<file path="src/rtl/result_page_sequencer_pkg.sv">
// Shared types and helpers for the result page sequencer.
package rps_pkg;

  // FSM states; encodings are fixed so debug probes read consistently.
  typedef enum logic [1:0] {
    IDLE    = 2'd0,
    CAPTURE = 2'd1,
    SHOW_LO = 2'd2,
    SHOW_HI = 2'd3
  } state_e;

  localparam logic PAGE_LO = 1'b0;
  localparam logic PAGE_HI = 1'b1;

  // Four hex digit nibbles, most significant digit first.
  typedef struct packed {
    logic [3:0] thousands;
    logic [3:0] hundreds;
    logic [3:0] tens;
    logic [3:0] ones;
  } digits_t;

  // Split a 16-bit half of the snapshot into its display digits.
  function automatic digits_t nibbles_of(input logic [15:0] half);
    digits_t d;
    d.ones      = half[3:0];
    d.tens      = half[7:4];
    d.hundreds  = half[11:8];
    d.thousands = half[15:12];
    return d;
  endfunction

endpackage

</file>
<file path="src/rtl/result_page_sequencer_rise_detect.sv">
// Registered level with a combinational rising-edge pulse.
module rise_detect (
  input  logic clk_10Hz,
  input  logic reset,
  input  logic i_level,
  output logic o_rise
);

  logic r_level;

  // Track the level every cycle so a held input never re-triggers.
  always_ff @(posedge clk_10Hz or posedge reset) begin
    if (reset) begin
      r_level <= 1'b0;
    end else begin
      r_level <= i_level;
    end
  end

  assign o_rise = i_level & ~r_level;

endmodule

</file>
<file path="src/rtl/result_page_sequencer.sv">
// Freezes the core Result on halt and pages its two 16-bit halves to the display.
module result_page_sequencer
  import rps_pkg::*;
#(
  parameter int unsigned DWELL_TICKS  = 20,
  parameter bit          SKIP_ZERO_HI = 1'b1
) (
  input  logic        clk_10Hz,
  input  logic        reset,
  input  logic        hlt,
  input  logic [31:0] Result,
  input  logic        btn_next,
  input  logic        auto_en,
  output logic [3:0]  ones,
  output logic [3:0]  tens,
  output logic [3:0]  hundreds,
  output logic [3:0]  thousands,
  output logic        page,
  output logic        disp_valid,
  output logic        hi_nonzero
);

  localparam int unsigned DwellW = $clog2(DWELL_TICKS);
  localparam logic [DwellW-1:0] DwellLast = DwellW'(DWELL_TICKS - 1);

  state_e              r_state;
  logic [31:0]         r_snapshot;
  digits_t             r_digits;
  logic                r_page;
  logic                r_disp_valid;
  logic                r_hi_nonzero;
  logic [DwellW-1:0]   r_dwell;

  logic                w_btn_rise;
  logic [15:0]         w_other_half;
  logic                w_dwell_done;
  logic                w_skip_hi;

  rise_detect u_btn_rise (
    .clk_10Hz (clk_10Hz),
    .reset    (reset),
    .i_level  (btn_next),
    .o_rise   (w_btn_rise)
  );

  // Half that becomes visible on the next page toggle.
  assign w_other_half = (r_state == SHOW_LO) ? r_snapshot[31:16] : r_snapshot[15:0];
  assign w_dwell_done = (r_dwell == DwellLast);
  // Auto-advance must not land on an all-zero HI page when skipping is enabled.
  assign w_skip_hi    = SKIP_ZERO_HI && (r_snapshot[31:16] == 16'h0) && (r_state == SHOW_LO);

  // Main sequencer: state, snapshot, dwell timer and registered display outputs.
  always_ff @(posedge clk_10Hz or posedge reset) begin
    if (reset) begin
      r_state      <= IDLE;
      r_snapshot   <= '0;
      r_digits     <= '0;
      r_page       <= PAGE_LO;
      r_disp_valid <= 1'b0;
      r_hi_nonzero <= 1'b0;
      r_dwell      <= '0;
    end else begin
      case (r_state)
        IDLE: begin
          r_digits     <= '0;
          r_page       <= PAGE_LO;
          r_disp_valid <= 1'b0;
          r_hi_nonzero <= 1'b0;
          r_dwell      <= '0;
          if (hlt) begin
            r_state <= CAPTURE;
          end
        end

        CAPTURE: begin
          r_dwell <= '0;
          if (hlt) begin
            r_snapshot   <= Result;
            r_digits     <= nibbles_of(Result[15:0]);
            r_page       <= PAGE_LO;
            r_disp_valid <= 1'b1;
            r_hi_nonzero <= |Result[31:16];
            r_state      <= SHOW_LO;
          end else begin
            r_digits     <= '0;
            r_page       <= PAGE_LO;
            r_disp_valid <= 1'b0;
            r_hi_nonzero <= 1'b0;
            r_state      <= IDLE;
          end
        end

        SHOW_LO, SHOW_HI: begin
          if (!hlt) begin
            r_digits     <= '0;
            r_page       <= PAGE_LO;
            r_disp_valid <= 1'b0;
            r_hi_nonzero <= 1'b0;
            r_dwell      <= '0;
            r_state      <= IDLE;
          end else if (w_btn_rise || (auto_en && w_dwell_done && !w_skip_hi)) begin
            // Button wins over a coincident dwell expiry; either way one toggle.
            r_digits <= nibbles_of(w_other_half);
            r_page   <= (r_state == SHOW_LO) ? PAGE_HI : PAGE_LO;
            r_state  <= (r_state == SHOW_LO) ? SHOW_HI : SHOW_LO;
            r_dwell  <= '0;
          end else if (auto_en && w_dwell_done) begin
            r_dwell <= '0;
          end else if (auto_en) begin
            r_dwell <= r_dwell + 1'b1;
          end else begin
            r_dwell <= '0;
          end
        end

        default: begin
          r_state <= IDLE;
        end
      endcase
    end
  end

  assign ones       = r_digits.ones;
  assign tens       = r_digits.tens;
  assign hundreds   = r_digits.hundreds;
  assign thousands  = r_digits.thousands;
  assign page       = r_page;
  assign disp_valid = r_disp_valid;
  assign hi_nonzero = r_hi_nonzero;

endmodule

</file>
<file path="config.mk">
export PLATFORM = sky130hd
export DESIGN_NAME = result_page_sequencer
export DESIGN_NICKNAME = d
export VERILOG_FILES = /design/src/rtl/result_page_sequencer_pkg.sv /design/src/rtl/result_page_sequencer_rise_detect.sv /design/src/rtl/result_page_sequencer.sv
export SDC_FILE = /design/constraint.sdc
export NUM_CORES = 1
export LEC_CHECK = 0
export CAP_MARGIN = 20
export CORE_MARGIN = 1.5
export CORE_UTILIZATION = 55
export CTS_CLUSTER_SIZE = 28
export DETAILED_ROUTE_END_ITERATION = 10
export GPL_ROUTABILITY_DRIVEN = 0
export PLACE_DENSITY_LB_ADDON = 0.15
export SYNTH_ARGS = -nofsm -noshare
export SYNTH_HDL_FRONTEND = slang
export SYNTH_SLANG_ARGS = --single-unit
</file>
<file path="constraint.sdc">
create_clock -name clk_10Hz -period 4.15 [get_ports clk_10Hz]
set_clock_uncertainty 0.15 [all_clocks]
set_input_delay 0.83 -clock clk_10Hz [delete_from_list [all_inputs] [get_ports clk_10Hz]]
set_output_delay 0.83 -clock clk_10Hz [all_outputs]
set_load 0.02 [all_outputs]
</file>
=== Word-level counts from Yosys, hierarchy flattened ===
Index checks and enable logic that the tools add are counted.

* Add/subtract/negate cells: 1
* Mux-type cells: 25
* Reduce and logical (&&, ||, !) cells: 12
* Equality and inequality tests: 7
* Bitwise gates (word level): 2

{| class="wikitable"
|+ Operators by type and width
! operator !! count
|-
| $mux 16 || 4
|-
| $pmux 16 s3 || 1
|-
| $mux 5 || 4
|-
| $logic_not 16->1 || 1
|-
| $reduce_or 16->1 || 1
|-
| $pmux 5 s2 || 1
|-
| $mux 2 || 4
|-
| $mux 1 || 7
|-
| $pmux 1 s3 || 2
|-
| $pmux 2 s3 || 1
|-
| $add 5x1->5 const B || 1
|-
| $eq 5x5->1 const B || 1
|-
| $eq 2x2->1 const B || 2
|-
| $ne 2x2->1 const B || 2
|-
| $reduce_and 2->1 || 2
|-
| $reduce_or 2->1 || 2
|-
| $logic_and 1x1->1 || 3
|-
| $ne 3x3->1 const B || 1
|-
| $eq 2x1->1 const B || 1
|-
| $logic_not 2->1 || 1
|-
| $pmux 1 s2 || 1
|-
| $and 1x1->1 || 1
|-
| $logic_not 1->1 || 1
|-
| $logic_or 1x1->1 || 1
|-
| $not 1->1 || 1
|}

* Word-level logic and storage cells: 58
* Register bits after elaboration: 59
* Input bits: 37
* Output and inout bits: 19

=== Logic depth before layout (Yosys ltp) ===
Gate-level depths: netlist of the first run.

* Word-level depth: 8
* Mapped depth: 6
* Mapped depth without buffers: 5

=== By module ===
Synthesis of the first run repeated with hierarchy kept, for this count alone.

* Cell total of the unflattened synthesis: 276
* Area total of the unflattened synthesis: 3,027.9 um^2

{| class="wikitable"
|+ By module, submodules not included
! module !! cells an instance !! times used !! sequential area each (um^2) !! area each (um^2)
|-
| result_page_sequencer || 273 || 1 || 1,451.4 || 2,985.4
|-
| rise_detect || 3 || 1 || 25.0 || 42.5
|}

=== Worst setup path after synthesis of the first run ===
Ideal clock, no wire load.

* Path type: reg2reg
* Start point: reg r_snapshot[16]
* End point: reg r_digits, in the netlist hundreds[3]
* Slack: 2,121 ps
* Path buffers: 1
* Stages on the path, launching flop included: 6
* Setup time: 125 ps
* Data arrival time: 1,754 ps
* Period minus slack after synthesis: 2,029 ps
* Data required time: 3,875 ps
* Cells stage by stage: dfrtp_1 -> or4_4 -> nor4_4 -> o21ai_4 -> buf_12 -> mux2_4

* Cells in the longest elaborated chain, start to end: 6

{| class="wikitable"
|+ Ends and longest elaborated chain
! what !! RTL line !! source
|-
| start, declared || result_page_sequencer.sv:27 || <nowiki>logic [31:0] r_snapshot;</nowiki>
|-
| start signal, assigned || result_page_sequencer.sv:78 || <nowiki>r_snapshot <= Result;</nowiki>
|-
| $logic_not 16->1 || result_page_sequencer.sv:50 || <nowiki>assign w_skip_hi = SKIP_ZERO_HI && (r_snapshot[31:16] == 16'h0) && (r_state == SHOW_LO);</nowiki>
|-
| $logic_and 1x1->1 || result_page_sequencer.sv:50 ||
|-
| $logic_not 1->1 || result_page_sequencer.sv:101 || <nowiki>end else if (w_btn_rise || (auto_en && w_dwell_done && !w_skip_hi)) begin</nowiki>
|-
| $logic_and 1x1->1 || result_page_sequencer.sv:101 ||
|-
| $logic_or 1x1->1 || result_page_sequencer.sv:101 ||
|-
| $ne 3x3->1 (no line) || - ||
|-
| end signal, assigned || result_page_sequencer.sv:79 || <nowiki>r_digits <= nibbles_of(Result[15:0]);</nowiki>
|-
| end signal, assigned || result_page_sequencer.sv:103 || <nowiki>r_digits <= nibbles_of(w_other_half);</nowiki>
|-
| end, declared || result_page_sequencer.sv:28 || <nowiki>digits_t r_digits;</nowiki>
|}

No other way between the ends.
A chain may end at the register's enable or synchronous reset.

=== Final worst setup path of the first run ===
* Start point: in auto_en
* End point: reg r_digits, in the netlist tens[1]

* Cells in the longest elaborated chain, start to end: 4

{| class="wikitable"
|+ Ends and longest elaborated chain
! what !! RTL line !! source
|-
| start, declared || result_page_sequencer.sv:13 || <nowiki>input logic auto_en,</nowiki>
|-
| $logic_and 1x1->1 (2 in a row) || result_page_sequencer.sv:101 ||
|-
| $logic_or 1x1->1 || result_page_sequencer.sv:101 ||
|-
| $ne 3x3->1 (no line) || - ||
|}

No other way between the ends.

==> results of run 1 <==
-- final cells by class --
| type | count | area [µm²] | area share |
|---|---|---|---|
| Sequential cell | 59 | 1480 | 0.415 |
| Clock buffer | 14 | 153 | 0.0429 |
| Tap cell | 67 | 83.8 | 0.0236 |
| Inverter | 4 | 15.0 | 0.00422 |
| Timing Repair Buffer | 60 | 588 | 0.165 |
| Clock inverter | 2 | 35.0 | 0.00985 |
| Multi-Input combinational cell | 135 | 1200 | 0.339 |
-- per-stage QoR --
step                power (mW)  instances  hold WS (ns)  area (µm²)
finish                    1.68        341         0.307        3560
CTS                       1.69        341         0.308        3560
global route              1.76        341         0.322        3560
detailed placement        1.19        325         0.301        3370
global placement          1.17        325         0.295        3370
floorplan                 1.04        211         0.283        2790
-- path summary, 6_finish.rpt --
path,start,to,slack (ns),depth (start not counted)
worst min register to register,r_dwell[0]$_DFF_PP0_,r_dwell[0]$_DFF_PP0_,0.31,1
min in group asynchronous,reset,u_btn_rise.r_level$_DFF_PP0_,0.84,2
max in group asynchronous,reset,tens[1]$_DFFE_PP0P_,2.34,3
worst max-delay path,auto_en,tens[1]$_DFFE_PP0P_,1.67,4
worst max register to register,r_state[1]$_DFFE_PP0P_,tens[1]$_DFFE_PP0P_,1.95,5
worst min-delay path,r_dwell[0]$_DFF_PP0_,r_dwell[0]$_DFF_PP0_,0.31,1
-- synth_stat cells, drive strengths merged --
| master | count |
|---|---|
| nor2b | 1 |
| or4 | 1 |
| o21ai | 2 |
| dfrtp | 59 |
| clkinv | 1 |
| nand3b | 1 |
| a21oi | 17 |
| xor2 | 2 |
| nand4 | 1 |
| nor4b | 1 |
| nor4 | 7 |
| a211oi | 16 |
| nand2 | 1 |
| and4 | 1 |
| ha | 1 |
| mux2i | 16 |
| buf | 8 |
| inv | 3 |
| nor3 | 1 |
| xnor2 | 1 |
| nand3 | 5 |
| nor2 | 10 |
| mux2 | 50 |
| clkbuf | 5 |
-- layer usage --
| layer | GRT usage | vias to the layer above |
|---|---|---|
| met4 | 0.0926 | 0 |
| li1 | - | 900 |
| met3 | 0.0650 | 8 |
| met2 | 0.355 | 46 |
| met5 | 0 | - |
| met1 | 0.306 | 943 |
-- kinds of logic (layout without fill, tap and decap cells) --
logic type	Yosys count	count (layout)	share of synthesized area
multiplexers	66	66	0.273
flip-flops	59	59	0.530
AO/OA/AOI/OAI	35	35	0.0813
AND/OR/NAND/NOR	30	30	0.0642
buffers and inverters	17	80	0.0377
XOR/XNOR	3	3	0.00943
adder cells (fa/ha/maj)	1	1	0.00449
-- sequential cells by signal (all words and copies together) (netlist names) --
register / cells
hundreds: 4
thousands: 4
tens: 4
hi_nonzero: 1
ones: 4
r_state: 2
page: 1
r_dwell: 5
disp_valid: 1
u_btn_rise.r_level: 1
r_snapshot: 32
-- worst max-delay path, delay by kind of cell --
family,cells,cell delay (ns)
buffers and inverters,1,0.48
AO/OA/AOI/OAI,1,0.65
AND/OR/NAND/NOR,1,0.15
multiplexers,1,0.41
-- power breakdown --
part / switching (mW) / internal (mW)
combinational: 0.160 / 0.223
clock: 0.207 / 0.294
sequential: 0.0938 / 0.701
==> impl_metrics.json, run 1 <==
{
  "wire_per_inst_um": 16.2,
  "mostFrequentLayoutCells": "59 x dfrtp_1, 55 x clkdlybuf4s50_1, 40 x mux2_2, 17 x a21oi_1",
  "fmax_mhz": 404,
  "htreeDepth": 3,
  "final.setup.tns_ns": 0,
  "numClockSinks": 59,
  "synth.area.top_cells": "dfrtp_1 53%, mux2_2 16%, mux2i_1 5.7%",
  "post_cts_buffers": 0,
  "antennaDiodeCount": 0,
  "route.met2.wl_um": 2690,
  "status": "finished clean",
  "cts_max_path_buffers": 2,
  "syn_avg_cell_area_um2": 13.2,
  "end_kind": "register",
  "synth_fp_nets": 249,
  "grt_usage": 0.229,
  "die_h_um": 74.2,
  "cts_hold_buf": 0,
  "cp-start-kind": "input port",
  "grt_pass1_vias": 1892,
  "power.density_nw_per_um2": 472,
  "cts_root_buffer": "clkbuf_8",
  "netlist_instances": 211,
  "critPathArrivalTime_ns": 2.53,
  "setup_ws_ns": 1.67,
  "io_pins": 56,
  "period_minus_slack_ns": 2.48,
  "relSlewSlack": 0.435,
  "place_ws_ns": 1.29,
  "fp.dieArea_um2": 5500,
  "core.rowCount": 25,
  "final_util": 0.743,
  "hold_violations": 0,
  "drc": 0,
  "maxCapViolations": 0,
  "tightest_slew_ns": 0.846,
  "holdCritPathClass": "register to register",
  "core_area_um2": 4790,
  "cts-resized-gates": 0,
  "path_cells": "clkdlybuf4s50_1 -> nand4_1 -> o21ai_4 -> mux2_2",
  "drtIter0Drc": 40,
  "via_count": 1897,
  "synth_seq_cells": 59,
  "start_util": 0.582,
  "port-buffer-count": 55,
  "final_max_slew_viol_count": 0,
  "yosysUniqueCellTypes": 31,
  "wl_met3_um": 235,
  "final_common_cell": "dfrtp_1",
  "die_w_um": 74.2,
  "grt_max_degree": 43,
  "cp_max_fo": 18,
  "setup_violations": 0,
  "ant_nets": 0,
  "area_growth_pct": 27.6,
  "leakage_nw": 1.52,
  "finalCritPeriodShare": 0.597,
  "slowest_stage": "o21ai_4",
  "cts_buffers": 9,
  "yosysTopAreaCell": "dfrtp_1",
  "globalRoute.totalOverflow": 0,
  "synth_top_area_frac": 0.530,
  "layout-drive-gt1-share": 0.259,
  "synthesis.area_um2": 2790,
  "grt_pass1_wl_um": 9210,
  "worstSkewPairLatency_ns": 0.33,
  "highest_layer": "met4",
  "viasPerCell": 5.56,
  "met1Wirelength_um": 2520,
  "fin_nets": 307,
  "cts_tree": "yes",
  "wl_um": 5520,
  "fillers": 358,
  "path_class": "input port to register",
  "required_ns": 4.21,
  "dr.pass1.iters": 4,
  "ir_drop_uv": 324,
  "ys_seq_area_frac": 0.530,
  "antenna_found_initial": 0,
  "path_clk_slew_ns": 0.06,
  "yosys_warnings": 0,
  "grt_setup_unrepaired": "no",
  "slowest_delay_ns": 0.65,
  "hpwlAfterDp_um": 3780
}
Note: power is estimated with default switching activity, not from simulation.
==> run 2: changes to the inputs <==
CORE_UTILIZATION = 46   (was 55)
clock period = 2.1 ns   (was 4.15 ns; I/O delays follow)
==> impl_metrics.json, run 2 (same netlist as run 1, synthesis figures left out) <==
{
  "status": "finished clean",
  "tightest_slew_ns": 0.479,
  "cts_max_path_buffers": 2,
  "worstSkewPairLatency_ns": 0.34,
  "antennaDiodeCount": 0,
  "relSlewSlack": 0.681,
  "fillers": 475,
  "dr.pass1.iters": 4,
  "required_ns": 2.17,
  "wl_um": 5900,
  "period_minus_slack_ns": 2.02,
  "path_clk_slew_ns": 0.06,
  "die_h_um": 80.8,
  "setup_violations": 0,
  "cts_root_buffer": "clkbuf_8",
  "layout-drive-gt1-share": 0.309,
  "drtIter0Drc": 37,
  "hold_violations": 0,
  "globalRouteMet1Util": 0.272,
  "grt_pass1_wl_um": 9850,
  "grt_busiest_layer": "met2",
  "fp.dieArea_um2": 6530,
  "ir_drop_uv": 512,
  "post_cts_buffers": 0,
  "wire_per_inst_um": 16.4,
  "path_class": "register to register",
  "grt_max_degree": 60,
  "rr_startpoint": "r_snapshot[23]$_DFFE_PP0P_",
  "htreeDepth": 3,
  "final_common_cell": "dfrtp_1",
  "cts_tree": "yes",
  "power.density_nw_per_um2": 897,
  "largest_register_ffs": 32,
  "maxCapViolations": 0,
  "globalRoute.totalOverflow": 0,
  "fmax_mhz": 494,
  "total_power_mw": 3.32,
  "reg2reg_depth": 6,
  "rr_endpoint": "thousands[3]$_DFFE_PP0P_",
  "area_growth_pct": 32.9,
  "leakage_nw": 1.59,
  "antenna_found_initial": 0,
  "rrSetupSlack_ns": 0.08,
  "start_util": 0.473,
  "ant_nets": 0,
  "grt_util_met2": 0.319,
  "port-buffer-count": 55,
  "core.rowCount": 28,
  "mostFrequentLayoutCells": "59 x dfrtp_1, 55 x clkdlybuf4s50_1, 40 x mux2_2, 17 x a21oi_1",
  "hpwlAfterDp_um": 4190,
  "fin_hold_ws_ns": 0.300,
  "grt_pass1_vias": 1955,
  "drc": 0,
  "regMostFlops": "r_snapshot",
  "holdCritPathClass": "input port to asynchronous set/reset pin",
  "io_pins": 56,
  "met3_usage": 0.0551,
  "end_kind": "register",
  "fin_nets": 319,
  "grt_usage": 0.207,
  "viasPerCell": 5.39,
  "via_count": 1941,
  "critPathArrivalTime_ns": 2.09,
  "cts_buffers": 9,
  "reg_top3": "r_snapshot: 32 flops, r_dwell: 5 flops",
  "setup_ws_ns": 0.0772,
  "die_w_um": 80.8,
  "cp-start-kind": "register",
  "register_area_um2": 1480,
  "cp_max_fo": 11,
  "final_max_slew_viol_count": 0,
  "multiInputGateArea_um2": 1220,
  "cts_hold_buf": 0,
  "place_ws_ns": -0.0854,
  "finalCritPeriodShare": 0.963,
  "core_area_um2": 5890,
  "numClockSinks": 59
}
==> run 2: changes by cell type in the layout (fill, tap and decap cells not counted), moves of 2 or more <==
cell / change
buf_4: +9
buf_12: +3
clkbuf_1: -3
clkbuf_8: +2
nor4_1: -2
nor4_2: +2
==> run 2: final cells by class <==
type	count	area share
clock buffers	13	0.0456
clock inverters	2	0.00270
inverters	4	0.00405
multi-input cells	135	0.330
flip-flops and latches	59	0.399
well taps	75	0.0253
repair buffers	72	0.193
==> run 2: timing repair <==
item                       in CTS  in global routing
setup endpoints to repair       0                  4
hold endpoints to repair        0                  0
resized for setup               0                  3
==> run 2: worst max path at each step <==
stage / cells after the start / slack (ns) / from / to
floorplan: 1 / 0.07 / reset / disp_valid$_DFFE_PP0P_
global placement: 6 / -0.05 / hlt / tens[3]$_DFFE_PP0P_
detailed placement: 6 / -0.09 / hlt / thousands[3]$_DFFE_PP0P_
CTS: 5 / 0.04 / r_snapshot[17]$_DFFE_PP0P_ / thousands[3]$_DFFE_PP0P_
global route: 6 / -0.02 / r_snapshot[23]$_DFFE_PP0P_ / ones[1]$_DFFE_PP0P_
finish: 6 / 0.08 / r_snapshot[23]$_DFFE_PP0P_ / thousands[3]$_DFFE_PP0P_
==> run 2: layer usage <==
layer | vias up | share of wire | wire, µm
met5 | - | 0 | 0
met4 | 0 | 0.019 | 112
met3 | 10 | 0.040 | 234
met2 | 39 | 0.47 | 2770
met1 | 971 | 0.47 | 2790
li1 | 921 | - | -
==> run 2: stage by stage <==
stage               instances  instance area [µm²]  setup TNS [ns]  utilization
floorplan                 211                 2790               0            -
global placement          345                 3510          -0.535        0.596
detailed placement        345                 3510           -1.03        0.596
CTS                       360                 3680               0        0.626
global route              360                 3700         -0.0676        0.629
finish                    360                 3700               0        0.629
==> run 2: critical path, cell delays in order (launching register included) <==
cell and delay (ns):
dfrtp_1 0.40, nor4_2 0.34, nand3_1 0.17, nor4_4 0.27, o21ai_4 0.11, buf_12 0.17, mux2_4 0.30
==> run 2: power by group <==
group / switching, mW / total (mW) / internal, mW
clock network: 0.419 / 0.934 / 0.514
registers: 0.186 / 1.57 / 1.39
logic: 0.334 / 0.815 / 0.481
total: 0.940 / 3.32 / 2.38
